$ cat config.mk
export PLATFORM = sky130hd
export DESIGN_NAME = level_sequencer_flat
export DESIGN_NICKNAME = d
export VERILOG_FILES = /design/src/rtl/level_pkg.sv /design/src/rtl/level_sequencer_if.sv /design/src/rtl/word_rom.sv /design/src/rtl/level_sequencer.sv /design/src/flat_wrapper.sv
export SDC_FILE = /design/constraint.sdc
export NUM_CORES = 1
export LEC_CHECK = 0
export CORE_MARGIN = 2
export CORE_UTILIZATION = 40
export DETAILED_ROUTE_END_ITERATION = 8
export PLACE_DENSITY = 0.57
export SYNTH_ARGS = -nofsm -noshare
export SYNTH_HDL_FRONTEND = slang
export SYNTH_SLANG_ARGS = --single-unit
$ cat constraint.sdc
create_clock -name clk -period 3 [get_ports clk]
set_clock_uncertainty 0.15 [all_clocks]
set_input_delay 0.3 -clock clk [delete_from_list [all_inputs] [get_ports clk]]
set_output_delay 0.3 -clock clk [all_outputs]
set_load 0.01 [all_outputs]
$ cat src/rtl/level_pkg.sv
// Shared definitions for the typing-level game controller: FSM states,
// per-level word lengths, ASCII codes and the word text behind the ROM.
package level_pkg;

    localparam int NUM_WORDS  = 3;
    localparam int WORD_SLOTS = 8;

    typedef enum logic [2:0] {
        IDLE  = 3'd0,
        LOAD  = 3'd1,
        PLAY  = 3'd2,
        CHECK = 3'd3,
        WON   = 3'd4,
        LOST  = 3'd5,
        DONE  = 3'd6
    } state_t;

    localparam logic [3:0] LVL_LEN [NUM_WORDS] = '{4'd5, 4'd6, 4'd7};

    localparam logic [7:0] ASCII_BS      = 8'h08;
    localparam logic [7:0] ASCII_SPACE   = 8'h20;
    localparam logic [7:0] ASCII_DEL_MAX = 8'h7E;
    localparam logic [7:0] LOWER_A       = 8'h61;
    localparam logic [7:0] LOWER_Z       = 8'h7A;
    localparam logic [7:0] CASE_OFFSET   = 8'h20;

    // Full source text per level, first character in the top byte; each
    // level only exposes its first LVL_LEN characters.
    localparam logic [8*WORD_SLOTS-1:0] WORD_TEXT [NUM_WORDS] = '{
        "LOGIC   ",
        "FPGAVGA ",
        "FPGAVGA "
    };

    function automatic logic [3:0] lvl_len(input int unsigned lvl);
        case (lvl)
            0:       return LVL_LEN[0];
            1:       return LVL_LEN[1];
            2:       return LVL_LEN[2];
            default: return 4'd0;
        endcase
    endfunction

    // Target character at (lvl, idx); anything outside a word reads as space.
    function automatic logic [7:0] word_char(input int unsigned lvl, input int unsigned idx);
        logic [8*WORD_SLOTS-1:0] text;
        logic [8*WORD_SLOTS-1:0] shifted;
        case (lvl)
            0:       text = WORD_TEXT[0];
            1:       text = WORD_TEXT[1];
            2:       text = WORD_TEXT[2];
            default: text = {WORD_SLOTS{ASCII_SPACE}};
        endcase
        if (idx >= 32'(lvl_len(lvl))) return ASCII_SPACE;
        shifted = text << (8 * idx);
        return shifted[8*WORD_SLOTS-1 -: 8];
    endfunction

endpackage

$ cat src/rtl/level_sequencer_if.sv
// Control/status bundle between the keyboard/video side and the sequencer.
interface level_sequencer_if #(
    parameter int NUM_LEVELS = 3,
    parameter int MAX_LEN    = 8
) ();
    localparam int LW = (NUM_LEVELS > 1) ? $clog2(NUM_LEVELS) : 1;

    logic                start;
    logic                key_valid;
    logic [7:0]          key_char;
    logic                frame_tick;

    logic [2:0]          state;
    logic [LW-1:0]       level;
    logic [7:0]          counter;
    logic [3:0]          word_len;
    logic [MAX_LEN-1:0]  hit;
    logic [MAX_LEN-1:0]  miss;
    logic                lvl_won;
    logic                game_won;

    modport master (
        output start, key_valid, key_char, frame_tick,
        input  state, level, counter, word_len, hit, miss, lvl_won, game_won
    );

    modport slave (
        input  start, key_valid, key_char, frame_tick,
        output state, level, counter, word_len, hit, miss, lvl_won, game_won
    );
endinterface

$ cat src/rtl/word_rom.sv
// Synchronous word ROM: one-cycle read of the target character at {level, index}.
module word_rom #(
    parameter int LW = 2,
    parameter int IW = 3
) (
    input  logic              clk,
    input  logic [LW+IW-1:0]  addr,
    output logic [7:0]        data
);
    import level_pkg::*;

    // Registered read of the constant table.
    // NOTE: ROM output register carries no reset; like a block-RAM read port it is
    // simply overwritten each cycle and nothing consumes it before the first read.
    always_ff @(posedge clk) begin
        data <= word_char(32'(addr[LW+IW-1:IW]), 32'(addr[IW-1:0]));
    end
endmodule

$ cat src/rtl/level_sequencer.sv
// Typing-game controller: level/attempt FSM, per-position hit/miss record,
// keystroke judging against the word ROM, hold timing on WON/LOST.
module level_sequencer #(
    parameter int NUM_LEVELS  = 3,
    parameter int MAX_LEN     = 8,
    parameter int HOLD_FRAMES = 120
) (
    input  logic               clk,
    input  logic               reset,
    level_sequencer_if.slave   bus
);
    import level_pkg::*;

    localparam int LW = (NUM_LEVELS > 1) ? $clog2(NUM_LEVELS) : 1;
    localparam int IW = (MAX_LEN > 1) ? $clog2(MAX_LEN) : 1;
    localparam int HW = $clog2(HOLD_FRAMES + 1);

    state_t              state;
    logic [LW-1:0]       level;
    logic [7:0]          counter;
    logic [3:0]          word_len;
    logic [MAX_LEN-1:0]  hit;
    logic [MAX_LEN-1:0]  miss;
    logic [HW-1:0]       hold_cnt;
    logic [7:0]          key_q;

    logic [7:0]          rom_data;
    logic [7:0]          key_up;
    logic                key_print;
    logic                key_bs;
    logic [IW-1:0]       cur_idx;
    logic [IW-1:0]       bs_idx;
    logic                match;
    logic                last_pos;
    logic                hold_done;
    logic [MAX_LEN-1:0]  len_mask;
    logic [MAX_LEN-1:0]  hit_now;

    // Address only moves in LOAD/CHECK/backspace, so it is settled a cycle before CHECK.
    assign cur_idx = counter[IW-1:0];
    assign bs_idx  = cur_idx - IW'(1);

    word_rom #(.LW(LW), .IW(IW)) u_rom (
        .clk  (clk),
        .addr ({level, cur_idx}),
        .data (rom_data)
    );

    assign key_up    = (bus.key_char >= LOWER_A && bus.key_char <= LOWER_Z)
                     ? bus.key_char - CASE_OFFSET : bus.key_char;
    assign key_print = (key_up >= ASCII_SPACE) && (key_up <= ASCII_DEL_MAX);
    assign key_bs    = (bus.key_char == ASCII_BS);

    assign match     = (rom_data == key_q);
    assign len_mask  = ~({MAX_LEN{1'b1}} << word_len);
    assign hit_now   = hit | ({{(MAX_LEN-1){1'b0}}, match} << cur_idx);
    assign last_pos  = (counter + 8'd1) == {4'd0, word_len};
    assign hold_done = bus.frame_tick && (32'(hold_cnt) + 1 == HOLD_FRAMES);

    // Game FSM with its counters and status record; start overrides everything
    // except in DONE, where it returns to IDLE.
    // NOTE: all state here uses non-blocking assignments under an async active-low
    // reset, so every register samples pre-edge values and reset needs no clock.
    always_ff @(posedge clk or negedge reset) begin
        if (!reset) begin
            state    <= IDLE;
            level    <= '0;
            counter  <= '0;
            word_len <= '0;
            hit      <= '0;
            miss     <= '0;
            hold_cnt <= '0;
            key_q    <= '0;
        end else if (bus.start && state != DONE) begin
            level <= '0;
            state <= LOAD;
        end else begin
            case (state)
                IDLE: ;
                LOAD: begin
                    counter  <= '0;
                    hit      <= '0;
                    miss     <= '0;
                    word_len <= lvl_len(32'(level));
                    state    <= PLAY;
                end
                PLAY: begin
                    if (bus.key_valid) begin
                        if (key_print) begin
                            key_q <= key_up;
                            state <= CHECK;
                        end else if (key_bs && counter != 8'd0) begin
                            hit[bs_idx]  <= 1'b0;
                            miss[bs_idx] <= 1'b0;
                            counter      <= counter - 8'd1;
                        end
                    end
                end
                CHECK: begin
                    hit[cur_idx]  <= match;
                    miss[cur_idx] <= !match;
                    counter       <= counter + 8'd1;
                    hold_cnt      <= '0;
                    if (last_pos)
                        state <= ((hit_now & len_mask) == len_mask) ? WON : LOST;
                    else
                        state <= PLAY;
                end
                WON: begin
                    if (bus.frame_tick) begin
                        if (hold_done) begin
                            if (level == LW'(NUM_LEVELS - 1)) begin
                                state <= DONE;
                            end else begin
                                level <= level + 1'b1;
                                state <= LOAD;
                            end
                        end else begin
                            hold_cnt <= hold_cnt + 1'b1;
                        end
                    end
                end
                LOST: begin
                    if (bus.frame_tick) begin
                        if (hold_done) state <= LOAD;
                        else           hold_cnt <= hold_cnt + 1'b1;
                    end
                end
                DONE: begin
                    if (bus.start) begin
                        level <= '0;
                        state <= IDLE;
                    end
                end
                default: state <= IDLE;
            endcase
        end
    end

    assign bus.state    = state;
    assign bus.level    = level;
    assign bus.counter  = counter;
    assign bus.word_len = word_len;
    assign bus.hit      = hit;
    assign bus.miss     = miss;
    assign bus.lvl_won  = (state == WON);
    assign bus.game_won = (state == DONE);
endmodule

$ cat src/flat_wrapper.sv
// flat-port wrapper written by rule: the top's interface ports become plain ports
module level_sequencer_flat import level_pkg::*;
#(
    parameter int NUM_LEVELS  = 3,
    parameter int MAX_LEN     = 8,
    parameter int HOLD_FRAMES = 120
)
  (clk, reset, bus_start, bus_key_valid, bus_key_char, bus_frame_tick, bus_state, bus_level, bus_counter, bus_word_len, bus_hit, bus_miss, bus_lvl_won, bus_game_won);
  level_sequencer_if #(.NUM_LEVELS(NUM_LEVELS), .MAX_LEN(MAX_LEN)) bus_i ();
  input  logic clk;
  input  logic reset;
  input wire logic [$bits(bus_i.start)-1:0] bus_start;
  input wire logic [$bits(bus_i.key_valid)-1:0] bus_key_valid;
  input wire logic [$bits(bus_i.key_char)-1:0] bus_key_char;
  input wire logic [$bits(bus_i.frame_tick)-1:0] bus_frame_tick;
  output wire logic [$bits(bus_i.state)-1:0] bus_state;
  output wire logic [$bits(bus_i.level)-1:0] bus_level;
  output wire logic [$bits(bus_i.counter)-1:0] bus_counter;
  output wire logic [$bits(bus_i.word_len)-1:0] bus_word_len;
  output wire logic [$bits(bus_i.hit)-1:0] bus_hit;
  output wire logic [$bits(bus_i.miss)-1:0] bus_miss;
  output wire logic [$bits(bus_i.lvl_won)-1:0] bus_lvl_won;
  output wire logic [$bits(bus_i.game_won)-1:0] bus_game_won;
  assign bus_i.start = bus_start;
  assign bus_i.key_valid = bus_key_valid;
  assign bus_i.key_char = bus_key_char;
  assign bus_i.frame_tick = bus_frame_tick;
  assign bus_state = bus_i.state;
  assign bus_level = bus_i.level;
  assign bus_counter = bus_i.counter;
  assign bus_word_len = bus_i.word_len;
  assign bus_hit = bus_i.hit;
  assign bus_miss = bus_i.miss;
  assign bus_lvl_won = bus_i.lvl_won;
  assign bus_game_won = bus_i.game_won;
  level_sequencer #(.NUM_LEVELS(NUM_LEVELS), .MAX_LEN(MAX_LEN), .HOLD_FRAMES(HOLD_FRAMES)) u_core (.clk(clk), .reset(reset), .bus(bus_i));
endmodule
==> flow_metrics.env <==
export IMPL_status="finished clean"
export IMPL_synth_seq_cells=54
export IMPL_path_class="input port to flop"
export IMPL_drtIter0Drc=184
export IMPL_layout_area_overhead_vs_synth_pct=21.58
export IMPL_multi_input_area_mm2=0.002335
export IMPL_syn_avg_cell_area_um2=8.165
export IMPL_ys_warn_count=0
export IMPL_drive_gt1_share_pct=10.84
export IMPL_fin_crit_sh_pct=92.70
export IMPL_clk_insertion_delay_late_ns=0.31
export IMPL_synth_nets=499
export IMPL_cts_clk_slew_worst_paths_ns=0.10
export IMPL_dp_hpwl_um=8095
export IMPL_leakage_nw=2.055
export IMPL_drv_slew=0
export IMPL_slew_headroom_pct=57.73
export IMPL_rsz0062_at_grt="false"
export IMPL_hold_viol=0
export IMPL_routabilityCongestion=0.9332
export IMPL_final_cell_mix="nand2_1, dfrtp_1, clkdlybuf4s50_1"
export IMPL_avgViaCountPerCell=5.623
export IMPL_ios=48
export IMPL_max_vdd_ir_drop_uv=239.2
export IMPL_core_mm2=0.009284
export IMPL_root_buffer="clkbuf_8"
export IMPL_dr_total_vias=3683
export IMPL_async_flop_share_pct=87.04
export IMPL_drtPass1Iterations=5
export IMPL_worst_setup_path_end_kind="flop"
export IMPL_wl_per_cell_um=16.73
export IMPL_nets=554
export IMPL_fp_dieH_um=101.9
export IMPL_clockBufferDepth=2
export IMPL_drt_met1_wl_um=5374
export IMPL_num_rows=35
export IMPL_min_period_ns=2.781
export IMPL_die_w_um=101.9
export IMPL_synth_ff_type="dfrtp_1"
export IMPL_antennaDiodeCount=0
export IMPL_synth_cell_type_count=65
export IMPL_grt_pass1_wl_um=18170
export IMPL_dr_wl_met2_um=5043
export IMPL_dp_slack_ns=-0.1051
export IMPL_cp_max_fo=11
export IMPL_wl_met3_um=445
export IMPL_antenna_found_initial=0
export IMPL_cts_setup_buffers=0
export IMPL_io_buffers=46
export IMPL_cap_violations=0
export IMPL_grt_max_degree=48
export IMPL_dieArea_mm2=0.01039
export IMPL_cts_htree_levels=2
export IMPL_critPathRequiredTime_ns=3.11
export IMPL_fillCellCount=960
export IMPL_wirelength_um=10960
export IMPL_setup_violations=0
export IMPL_power_density_mw_per_mm2=593.8
export IMPL_place_area_mm2=0.004553
export IMPL_min_path_type="flop to flop"
export IMPL_worst_ep_arrival_time_ns=2.89
export IMPL_start_util_pct=41.33
export IMPL_whs_ns=0.3690
export IMPL_grt_use_total_pct=21.91
export IMPL_setup_slack_ns=0.2189
export IMPL_regArea_mm2=0.001316
export IMPL_worstMarginPinSlew_ns=0.6341
export IMPL_ys_seq_area_share_pct=34.30
export IMPL_grt_pass1_vias=3614
export IMPL_fin_area_mm2=0.004666
export IMPL_fin_util_pct=50.26
export IMPL_route_antenna_remaining_nets=0
export IMPL_routed_top_layer="met4"
export IMPL_numCtsBuffers=5
export IMPL_fmaxAchievable_ghz=0.3596
export IMPL_startpoint_type="input port"
export IMPL_drc=0
export IMPL_syn_inst=470
export IMPL_syn_area_mm2=0.003837
export IMPL_grt_overflow=0
export IMPL_synth_edf_count=0
export IMPL_cts_tree="built"
export IMPL_cts_sinks=54
==> path summary, 6_finish.rpt <==
kind	start	endpoint	slack (ns)	cells past startpoint
hold / removal	u_core.bus.miss[2]	u_core.bus.miss[2]	0.37	1
setup / recovery	bus_key_char[5]	u_core.key_q[6]	0.22	10
setup reg to reg	u_core.bus.counter[0]	u_core.bus.state[0]	0.31	9
min in group asynchronous	reset	u_core.key_q[2]	0.45	3
max in group asynchronous	reset	u_core.bus.state[1]	1.79	3
hold reg to reg	u_core.bus.miss[2]	u_core.bus.miss[2]	0.37	1
==> cell type report <==
| type | instances | share of cell area [%] |
|---|---|---|
| tap | 129 | 3.459 |
| inverter | 20 | 1.609 |
| multi-input combinational | 368 | 50.04 |
| timing repair buffer | 76 | 14.64 |
| clock inverter | 3 | 0.5632 |
| sequential | 54 | 28.21 |
| clock buffer | 5 | 1.475 |
==> worst max-delay path: stages <==
cell and delay, ns:
clkdlybuf4s50_1 0.48, inv_1 0.06, ha_1 0.30, o211ai_1 0.19, a211oi_1 0.07, o21a_1 0.13
or4_4 0.48, or3_4 0.43, a311oi_1 0.32, a21o_1 0.12
==> synth_stat cells (all sizes together) (5+ instances only) <==
library cell	instances	area, um2
and3	6	37.54
mux2	6	82.58
nor3	22	110.1
a21o	5	37.54
inv	20	75.07
a211oi	10	85.08
clkbuf	21	78.83
dfrtp	47	1176
ha	16	200.2
a22o	10	87.58
nor2	44	165.2
or3	7	48.80
nand2b	7	43.79
buf	7	40.04
nor4	7	58.81
nand2	47	176.4
xnor2	9	78.83
dfxtp	7	140.1
nor2b	9	56.30
o21ai	44	220.2
o31ai	8	60.06
xor2	13	113.9
o22ai	6	37.54
nand3	13	65.06
nand4	5	31.28
a21oi	25	125.1
==> flip-flops by register name, indices dropped and copies added, names as in the netlist <==
name / count
u_core.bus.miss: 8
u_core.bus.state: 3
u_core.bus.counter: 8
u_core.key_q: 8
u_core.u_rom.data: 7
u_core.bus.word_len: 3
u_core.bus.level: 2
u_core.hold_cnt: 7
u_core.bus.hit: 8
==> timing repair <==
| item | 4_1_cts | 5_1_grt |
|---|---|---|
| hold buffers | 1 | 0 |
| setup endpoints to repair | 0 | 2 |
| resized for setup | 0 | 1 |
| endpoints found under the hold margin | 47 | 0 |
==> report_power, final <==
group          leakage, nW  internal [mW]  switching, mW
registers            0.697          0.849          0.139
clock network       0.0483          0.169          0.259
logic                 1.31          0.574          0.780
total                 2.05           1.59           1.18
==> cell families after synthesis <==
logic type | count (synthesis) | share of synthesized area [%]
AO/OA/AOI/OAI | 134 | 22.89
XOR/XNOR | 22 | 5.021
adder cells (fa/ha/maj) | 16 | 5.217
buffers and inverters | 48 | 5.054
flip-flops | 54 | 34.30
multiplexers | 10 | 3.195
other | 1 | 0.09772
AND/OR/NAND/NOR | 185 | 24.23
==> metrics by stage <==
step	TNS, ns	instances	power, mW
5_1_grt	0	655	2.990
2_1_floorplan	0	470	1.860
3_3_place_gp	-0.04479	646	2.318
6_report	0	655	2.770
3_5_place_dp	-0.2613	646	2.334
4_1_cts	0	655	2.774
==> routing by layer <==
layer,track usage (%),vias up
met5,0,-
met4,5.128,0
met1,31.44,1770
met2,35.27,105
li1,-,1799
met3,2.873,9
(Power assumes the default switching activity.)
